===== src/rtl/encoder.sv =====
// encoder: registered one-hot-to-binary encoder, the inverse of the data-path decoder.
//
// A word sampled on an enabled edge is captured in stage 1, encoded and registered in
// stage 2, and presented on the output registers, so a word sampled at edge N is visible
// with valid_out=1 after edge N+2. Malformed words (zero or multi-hot) are flagged with
// error, and a saturating counter tallies them for debug readout.
//
// Parameters:
//   width     - number of index bits; the input word is 2**width bits wide
//   CNT_W     - width of the saturating error counter
//
// Ports:
//   clk       - system clock, rising edge
//   reset     - synchronous, active-high reset; overrides enable
//   enable    - sample in on this edge
//   in        - one-hot word to encode (2**width bits)
//   valid_out - high for one cycle per encoded word
//   out       - encoded index (highest set bit wins); holds during bubbles
//   error     - qualifies out; sampled word was not exactly one-hot; holds during bubbles
//   err_count - number of erroneous words seen, saturating at 2**CNT_W-1
module encoder #(
    parameter int unsigned width = 3,
    parameter int unsigned CNT_W = 8
) (
    input  logic                  clk,
    input  logic                  reset,
    input  logic                  enable,
    input  logic [2**width-1:0]   in,
    output logic                  valid_out,
    output logic [width-1:0]      out,
    output logic                  error,
    output logic [CNT_W-1:0]      err_count
);

    localparam int unsigned NumBits = 2**width;
    localparam int unsigned PopW    = width + 1;

    // Stage 1: captured input word.
    logic [NumBits-1:0] s1_word_q;
    logic               s1_valid_q;

    // Stage 2: registered encode result.
    logic [width-1:0]   s2_idx_q;
    logic               s2_err_q;
    logic               s2_valid_q;

    // Output stage.
    logic [width-1:0]   out_q;
    logic               error_q;
    logic               valid_q;
    logic [CNT_W-1:0]   cnt_q;

    // Combinational encode of the stage-1 word.
    logic [width-1:0]   enc_idx;
    logic [PopW-1:0]    enc_pop;
    logic               enc_err;

    // Ascending scan: a later (higher) set bit overwrites the index, giving high priority.
    always_comb begin
        enc_idx = '0;
        enc_pop = '0;
        for (int unsigned i = 0; i < NumBits; i++) begin
            if (s1_word_q[i]) begin
                enc_idx = width'(i);
                enc_pop = enc_pop + PopW'(1);
            end
        end
        enc_err = (enc_pop != PopW'(1));
    end

    // Stage 1: capture on enabled edges; the word holds otherwise.
    always_ff @(posedge clk) begin
        if (reset) begin
            s1_word_q  <= '0;
            s1_valid_q <= 1'b0;
        end else begin
            s1_valid_q <= enable;
            if (enable) begin
                s1_word_q <= in;
            end
        end
    end

    // Stage 2: register the encode result only for valid words.
    always_ff @(posedge clk) begin
        if (reset) begin
            s2_idx_q   <= '0;
            s2_err_q   <= 1'b0;
            s2_valid_q <= 1'b0;
        end else begin
            s2_valid_q <= s1_valid_q;
            if (s1_valid_q) begin
                s2_idx_q <= enc_idx;
                s2_err_q <= enc_err;
            end
        end
    end

    // Output stage: out/error hold their last values across bubbles; the counter
    // advances on the same edge that presents an erroneous valid word.
    always_ff @(posedge clk) begin
        if (reset) begin
            out_q   <= '0;
            error_q <= 1'b0;
            valid_q <= 1'b0;
            cnt_q   <= '0;
        end else begin
            valid_q <= s2_valid_q;
            if (s2_valid_q) begin
                out_q   <= s2_idx_q;
                error_q <= s2_err_q;
                if (s2_err_q && (cnt_q != {CNT_W{1'b1}})) begin
                    cnt_q <= cnt_q + CNT_W'(1);
                end
            end
        end
    end

    assign valid_out = valid_q;
    assign out       = out_q;
    assign error     = error_q;
    assign err_count = cnt_q;

endmodule

===== config.mk =====
export PLATFORM = sky130hd
export DESIGN_NAME = encoder
export DESIGN_NICKNAME = d
export VERILOG_FILES = /design/src/rtl/encoder.sv
export SDC_FILE = /design/constraint.sdc
export NUM_CORES = 1
export LEC_CHECK = 0
export BUFFER_PORTS_ARGS = -buffer_cell sky130_fd_sc_hd__buf_2
export CAP_MARGIN = 20
export CORE_MARGIN = 10
export CORE_UTILIZATION = 58
export CTS_CLUSTER_DIAMETER = 120
export DETAILED_ROUTE_END_ITERATION = 7
export PLACE_DENSITY = 0.82
export SLEW_MARGIN = 15
export SYNTH_ARGS = -nofsm -noshare
export SYNTH_HDL_FRONTEND = slang
export SYNTH_SLANG_ARGS = --single-unit

===== constraint.sdc =====
create_clock -name clk -period 7.6 [get_ports clk]
set_input_delay 1.14 -clock clk [delete_from_list [all_inputs] [get_ports clk]]
set_output_delay 1.14 -clock clk [all_outputs]
set_load 0.1 [all_outputs]

Word-level counts from Yosys, hierarchy flattened
Cells that the tools add are included.
- output and inout port bits: 13
- flip-flop bits (word level): 27
- input port bits: 11
- word-level logic and storage cells: 36
- muxes and demuxes: 15
- eq/ne operators: 2
- reductions and logical operators: 2
- add/subtract/negate cells: 8
- operators with widths (operator ; number):
    $add A4 B1 Y4 const B ; 7
    $mux W4 ; 7
    $mux W3 ; 6
    $add A8 B1 Y8 const B ; 1
    $ne A8 B8 Y1 const B ; 1
    $ne A4 B1 Y1 const B ; 1
    $mux W1 ; 2
    $reduce_and A2 Y1 ; 1
    $logic_and A1 B1 Y1 ; 1

Depth between registers and ports, before layout
Gate-level depths: netlist of run 1.
- word-level depth: 16
- mapped depth: 19
- mapped depth without buffers: 18

Worst setup path after synthesis of run 1
OpenSTA, ideal clock, no wires.
- path kind: flip-flop to flip-flop
- from: register s1_word_q[1]
- to: register s2_err_q
- buffers on the path: 1
- data required time: 7509 ps
- setup slack: 3528 ps
- arrival: 3981 ps
- setup time: 91 ps
- clock period less this slack: 4072 ps
- stages on the path, launching flop included: 20
- path through: dfxtp_1 > inv_1 > ha_1 > clkbuf_2 > xor2_1 > ha_1 > mux2_2 > ha_1 > mux2_2 > ha_1 > a221o_1 > ha_1 > nor2_1 > nor2_1 > ha_1 > nand2_1 > xor3_1 > o41ai_1 > mux2i_1 > a311oi_1
- cells in the longest elaborated chain, start to end: 14
- RTL lines (what ; RTL line ; text):
    start, declared ; 39 ; logic [NumBits-1:0] s1_word_q;
    start signal, assigned ; 79 ; s1_word_q <= in;
    $mux W4 (*) ; 63 ; if (s1_word_q[i]) begin
    $add A4 B1 Y4 ; 65 ; enc_pop = enc_pop + PopW'(1);
    $mux W4 (*) ; 63 ;
    $add A4 B1 Y4 ; 65 ;
    $mux W4 (*) ; 63 ;
    $add A4 B1 Y4 ; 65 ;
    $mux W4 (*) ; 63 ;
    $add A4 B1 Y4 ; 65 ;
    $mux W4 (*) ; 63 ;
    $add A4 B1 Y4 ; 65 ;
    $mux W4 (*) ; 63 ;
    $add A4 B1 Y4 ; 65 ;
    $mux W4 (*) ; 63 ;
    $ne A4 B1 Y1 (*) ; 68 ; enc_err = (enc_pop != PopW'(1));
    end signal, assigned ; 94 ; s2_err_q <= enc_err;
    end, declared ; 44 ; logic s2_err_q;
Every way passes the cells marked *; elsewhere a longest branch is shown, timed or not.
A chain may end at the register's enable or synchronous reset.

Worst setup path in the final report of run 1
Same ends and word-level chain as after synthesis.

==> results.py, run 1 <==
metrics = {
    "worst_setup_path": {
        "cell_with_the_largest_stage_delay_on_the_worst_path": "dfxtp_1",
        "worst_path_largest_cell_delay_ps": 440,
        "largest_delay_share_family_worst_path": "adder cells",
        "critical_path_at_ps": 4680,
        "timing_worst_setup_path_type": "reg2reg",
        "cp_max_fo": 7,
        "worstPathCellList": "inv_1 -> ha_1 -> xor2_1 -> ha_1 -> mux2_2 -> ha_1 -> mux2_2 -> ha_1 -> a221o_1 -> ha_1 -> nor2_1 -> nor2_1 -> ha_1 -> nand2_1 -> xor3_1 -> o41ai_1 -> mux2i_1 -> a311oi_1",
        "worst-path-buf-inv": 1,
        "startpoint_type": "flop",
        "crit_path_end_kind": "flop",
        "required_ps": 7850,
        "path_common_cell": "ha_1",
    },
    "cells_and_area": {
        "utilization_pct": 65.7,
        "final_cells": 211,
        "final_nets": 201,
        "drive_above_1_share_pct": 18.8,
        "syn_to_final_growth_pct": 8.69,
        "antenna_cells": 0,
        "post-route-cell-area_um2": 1630,
    },
    "die": {
        "dieArea_um2": 5010,
        "die-height_um": 70.8,
        "fp.coreArea_um2": 2480,
        "io_pins": 24,
        "die_x_um": 70.8,
        "floorplan.initialDensity_pct": 60.5,
        "core.rowCount": 18,
    },
    "global_routing": {
        "met3_global_route_usage_pct": 4.32,
        "grt_first_pass_wirelength_um": 5420,
        "first_global_vias": 1197,
        "antenna_found_initial": 0,
        "grtUsageMet2_pct": 21.9,
        "maximum_number_of_pins_on_one_net_before_global_route_repair": 28,
        "grtUsageTotal_pct": 12.7,
        "top_usage_layer": "met2",
        "grt_util_met1_pct": 14.1,
        "grt-ovfl-total": 0,
    },
    "clock_network": {
        "post_cts_hold_buffer_count": 0,
        "cts_setup_buffers": 0,
        "cts.sink_count": 27,
        "tritoncts": "done",
        "cts_max_level": 1,
        "number_of_buffers_created_by_cts": 3,
        "clock_latency_ps": 330,
        "cts.clk_slew.worst_paths_ps": 150,
        "cts-resized-gates": 0,
        "cts_max_path_buffers": 2,
        "cts.root.buffer_cell": "clkbuf_4",
    },
    "outcome": {
        "outcome": "completed",
    },
    "sta": {
        "hold_ws_ps": 489,
        "worst-slew-pin-transition_ps": 609,
        "slew_violations": 0,
        "fmax_mhz": 226,
        "slew_headroom_pct": 58.9,
        "grt_setup_unrepaired": "false",
        "finalWorstPathRequiredPeriod_ps": 4430,
        "final_setup_fails": 0,
        "skew_ps": 7.96,
        "final.period_utilization_pct": 58.2,
        "setup_tns_ps": 0,
        "timing_hold_violations_final": 0,
    },
    "logic_synthesis": {
        "yosys_warnings": 0,
        "postSynth.asyncResetShare_pct": 0,
        "ys_seq_elements": 27,
        "netlist.top_cell.by_area": "dfxtp_1",
        "dominantRegCellSynth": "dfxtp_1",
        "synth_cell_types": 38,
        "synthesized_instance_count": 165,
        "synth.area.top_cells": "dfxtp_1 36%, mux2i_1 8.7%, nor2_1 7.3%, ha_1 6.7%, xor2_1 4.7%",
        "synth.net_count": 184,
        "synth_top_area_share_pct": 36.1,
        "synth.cell_area_um2": 1500,
        "synth_enable_flop_cells": 0,
        "synth.avg_cell_area_um2": 9.08,
        "ys_seq_area_share_pct": 36.1,
    },
    "drt": {
        "routedWlPerCell_um": 14.3,
        "drt-total-wl_um": 3020,
        "detailroute.via_count": 1185,
        "drt_iter0_drc": 34,
        "route.detailed.vias_per_inst": 5.62,
        "route.detailed.drc": 0,
        "route.antenna.remaining_nets": 0,
        "drt_pass1_iterations": 4,
    },
    "placed_design": {
        "io_buffers": 23,
        "dpl.hpwl_um": 2390,
        "placed_area_um2": 1600,
        "place.detailed.instances": 207,
        "gp_congestion": 0.838,
    },
    "pwr": {
        "peakVddDrop_uv": 166,
        "leakagePower_nw": 0.723,
        "power_density_nw_per_um2": 178,
    },
    "hold_path": {
        "hold_path.class": "reg2reg",
    },
    "run": {
        "drv_cap": 0,
    },
}
synthesized netlist by cell type (3+ instances only):
| cell type | instances |
|---|---|
| nand3_1 | 3 |
| mux2_2 | 3 |
| xor2_1 | 8 |
| o21ai_0 | 4 |
| nand2_1 | 10 |
| mux2i_1 | 13 |
| clkbuf_1 | 5 |
| inv_1 | 5 |
| ha_1 | 8 |
| a311oi_1 | 3 |
| xnor2_1 | 7 |
| nand4_1 | 3 |
| nor2b_1 | 3 |
| dfxtp_1 | 27 |
| a21oi_1 | 5 |
| nor2_1 | 29 |
metal layers:
layer  share of wire, %  vias to the layer above
met2                 51                       26
met4                1.5                        0
met5                  0                        -
li1                   -                      600
met1                 42                      553
met3                5.4                        6
sequential cells by signal, summed over array words and instances (netlist names):
name / cells
err_count: 8
error: 1
out: 3
s1_valid_q: 1
s1_word_q: 8
s2_err_q: 1
s2_idx_q: 3
s2_valid_q: 1
valid_out: 1
area by class of cell:
class,count,area (µm²)
fill,210,850
sequential,27,541
tap,30,37.5
clock buffer,3,22.5
multi-input combinational,121,882
clock inverter,1,7.51
inverter,6,22.5
timing repair buffer,23,115
where the power goes:
group	leakage (nW)	internal [mW]	total [mW]	switching, mW
Sequential	0.221	0.147	0.155	0.00795
Clock	0.0139	0.0201	0.0632	0.0430
Combinational	0.488	0.0322	0.0717	0.0395
Total	0.723	0.199	0.290	0.0905
logic make-up (layout without fill, tap and decap cells):
kind of cell / Yosys count / in the layout / synth area share, %
AO/OA/AOI/OAI: 21 / 21 / 9.78
XOR/XNOR: 19 / 19 / 14.1
adder cells (fa/ha/maj): 8 / 8 / 6.68
buffers and inverters: 17 / 33 / 5.01
flip-flops: 27 / 27 / 36.1
multiplexers: 16 / 16 / 10.9
AND/OR/NAND/NOR: 57 / 57 / 17.4
tightest hold or removal path: cells and delay by family, from the launching register on:
kind / cells / cell delay, ps
flops: 1 / 340
simple gates: 1 / 60
compound gates: 1 / 60
path summary, 6_finish.rpt:
kind | cells after the start | slack [ps] | from | end
worst max-delay path | 18 | 3170 | s1_word_q[1] | s2_err_q
worst min-delay path | 2 | 490 | error | error
worst max register to register | 18 | 3170 | s1_word_q[1] | s2_err_q
worst min register to register | 2 | 490 | error | error
metrics by stage:
| step | setup slack, ps | total power, mW |
|---|---|---|
| floorplan | 3530 | 0.216 |
| global placement | 3410 | 0.224 |
| detailed placement | 3220 | 0.230 |
| CTS | 3180 | 0.291 |
| global route | 2790 | 0.310 |
| finish | 3170 | 0.290 |
layout by cell type, fill, tap and decap left out, types with 4 or more instances in the layout:
cell type  Yosys  layout
dfxtp_1       27      27
a21oi_1        5       5
mux2i_1       13      13
ha_1           8       8
buf_2          2      23
o21ai_0        4       4
nand2_1       10      10
xor2_1         8       8
xnor2_1        7       7
nor2_1        29      29
inv_1          5       5
Power figures use the tool's default switching activity.
==> run 2, diff against run 1 <==
ABC_AREA = 1   (was default)
CORE_UTILIZATION = 56   (was 58)
PLACE_DENSITY = 0.79   (was 0.82)
clock period = 4.3 ns   (was 7.6 ns; I/O delays follow)
==> run 2 against run 1 <==
Synthesized cell count is 36% higher. Total power is 79% higher. Largest power group unchanged. Wire length is 3.6% higher. Synthesized area is 3.0% higher.
==> results.py, run 2 <==
metrics = {
    "worst_setup_path": {
        "setup.reg_to_reg.worst_slack_ps": 640,
        "timing_worst_setup_path_type": "reg2reg",
        "r2r.worst_path.cells": 25,
        "worst_r2r_startpoint": "s1_word_q[1]",
        "crit_path_end_kind": "flop",
        "required_ps": 4540,
        "cp_max_fo": 4,
        "cell_with_the_largest_stage_delay_on_the_worst_path": "dfxtp_1",
        "path_common_cell": "nand2_1",
        "largest_delay_share_family_worst_path": "adder cells",
        "worst_path_largest_cell_delay_ps": 380,
        "worst-path-buf-inv": 4,
        "rr_endpoint": "s2_err_q",
        "startpoint_type": "flop",
        "critical_path_at_ps": 3900,
        "cp_num_cells": 25,
    },
    "die": {
        "die-height_um": 72.5,
        "fp.coreArea_um2": 2540,
        "floorplan.initialDensity_pct": 60.6,
        "core.rowCount": 18,
        "dieArea_um2": 5250,
        "io_pins": 24,
        "die_x_um": 72.5,
    },
    "drt": {
        "routedWlPerCell_um": 11.3,
        "drt_pass1_iterations": 4,
        "drt-total-wl_um": 3130,
        "route.detailed.vias_per_inst": 5.24,
        "detailroute.via_count": 1456,
        "route.detailed.drc": 0,
        "drt_iter0_drc": 74,
        "route.antenna.remaining_nets": 0,
    },
    "pwr": {
        "post-layout-total-power_uw": 517,
        "leakagePower_nw": 0.879,
        "power_density_nw_per_um2": 304,
        "peakVddDrop_uv": 340,
    },
    "logic_synthesis": {
        "synth_cell_types": 24,
        "synth_enable_flop_cells": 0,
        "synth_top_area_share_pct": 35.0,
        "dominantRegCellSynth": "dfxtp_1",
        "synthesized_instance_count": 225,
        "post-synth-top-count-cell": "nand2_1",
        "synth.cell_area_um2": 1540,
        "ys_seq_area_share_pct": 35.0,
        "synth.net_count": 244,
        "synth_top_cells_by_count": "48 x nand2_1, 31 x inv_1, 27 x dfxtp_1",
        "yosys_warnings": 0,
        "netlist.top_cell.by_area": "dfxtp_1",
        "ys_seq_elements": 27,
        "synth.area.top_cells": "dfxtp_1 35%, nand2_1 12%, inv_1 7.5%, o21ai_0 6.8%, ha_1 6.5%",
        "postSynth.asyncResetShare_pct": 0,
        "synth.avg_cell_area_um2": 6.86,
    },
    "hold_path": {
        "hold_path.class": "reg2reg",
        "holdCritStartpoint": "error",
        "min_path_cells": 2,
        "worst_hold_path.endpoint": "error",
    },
    "cells_and_area": {
        "seq_area_um2": 541,
        "layout.cells.most_common": "nand2_1",
        "final_cells": 278,
        "nFillCells": 259,
        "syn_to_final_growth_pct": 10.2,
        "antenna_cells": 0,
        "area_taken_by_multi_input_logic_gates_um2": 856,
        "drive_above_1_share_pct": 17.7,
        "final_nets": 268,
        "mostFrequentLayoutCells": "48 x nand2_1, 31 x inv_1, 27 x dfxtp_1",
    },
    "sta": {
        "setup_tns_ps": 0,
        "skew_ps": 1.36,
        "final.period_utilization_pct": 85.2,
        "final_setup_fails": 0,
        "slew_violations": 0,
        "worst-slew-pin-transition_ps": 505,
        "finalWorstPathRequiredPeriod_ps": 3660,
        "fmax_mhz": 273,
        "grt_setup_unrepaired": "false",
        "slew_headroom_pct": 66.3,
        "timing_hold_violations_final": 0,
    },
    "global_routing": {
        "grtUsageTotal_pct": 12.4,
        "first_global_vias": 1353,
        "maximum_number_of_pins_on_one_net_before_global_route_repair": 21,
        "antenna_found_initial": 0,
        "grt-ovfl-total": 0,
        "grt_first_pass_wirelength_um": 5580,
    },
    "placed_design": {
        "io_buffers": 23,
        "place.detailed.instances": 274,
        "dpl.hpwl_um": 2520,
        "gp_congestion": 0.833,
    },
    "clock_network": {
        "cts_max_path_buffers": 2,
        "cts.sink_count": 27,
        "cts.root.buffer_cell": "clkbuf_4",
        "tritoncts": "done",
        "post_cts_hold_buffer_count": 0,
        "cts_setup_buffers": 0,
        "cts_max_level": 1,
        "number_of_buffers_created_by_cts": 3,
        "clock_latency_ps": 320,
        "cts.clk_slew.worst_paths_ps": 140,
        "cts-resized-gates": 0,
    },
    "outcome": {
        "outcome": "completed",
    },
    "run": {
        "drv_cap": 0,
    },
}
-- run 2: cells by family (layout without fill, tap and decap cells) --
group,Yosys count,after routing,share of synthesized area (%)
buffers and inverters,37,60,9.49
flip-flops,27,27,35.0
adder cells (fa/ha/maj),8,8,6.49
AND/OR/NAND/NOR,107,107,33.5
AO/OA/AOI/OAI,46,46,15.5
-- run 2: layer usage --
| metal | up-vias | wire [µm] | global-route usage, % |
|---|---|---|---|
| met3 | 2 | 153 | 4.35 |
| li1 | 770 | - | - |
| met5 | - | 0 | 0 |
| met1 | 655 | 1460 | 14.0 |
| met4 | 0 | 14 | 1.90 |
| met2 | 29 | 1500 | 22.4 |
-- run 2: how the worst max path moves through the flow --
stage | start | endpoint | slack, ps
after floorplan | s1_word_q[1] | s2_err_q | 890
after global placement | s1_word_q[1] | s2_err_q | 780
after detailed placement | s1_word_q[1] | s2_err_q | 660
after CTS | s1_word_q[1] | s2_err_q | 620
after global routing | s1_word_q[1] | s2_err_q | 320
final | s1_word_q[1] | s2_err_q | 640
-- run 2: area by class of cell --
type                       instances  area share [%]
multi-input combinational        161            50.3
sequential                        27            31.8
inverter                          33            7.28
timing repair buffer              23            6.77
tap                               30            2.21
clock buffer                       3            1.32
clock inverter                     1           0.294
-- run 2: stage by stage --
step	area (µm²)	hold slack (ps)	setup slack (ps)	util, %
after floorplan	1540	450	890	-
after global placement	1670	448	776	65.7
after detailed placement	1670	453	661	65.7
after CTS	1700	472	621	66.8
after global routing	1700	497	315	66.8
final	1700	467	638	66.8
-- run 2: power by group --
part | switching (mW) | internal (mW)
Sequential | 0.0109 | 0.262
Clock | 0.0710 | 0.0348
Combinational | 0.0921 | 0.0472
-- run 2: worst reg2reg max path, delay by kind of cell, from the launching register on --
| kind | cells | cell delay [ps] |
|---|---|---|
| compound gates | 2 | 200 |
| fa+ha+maj | 6 | 1690 |
| buf+inv | 4 | 210 |
| flops | 1 | 380 |
| simple gates | 13 | 1110 |
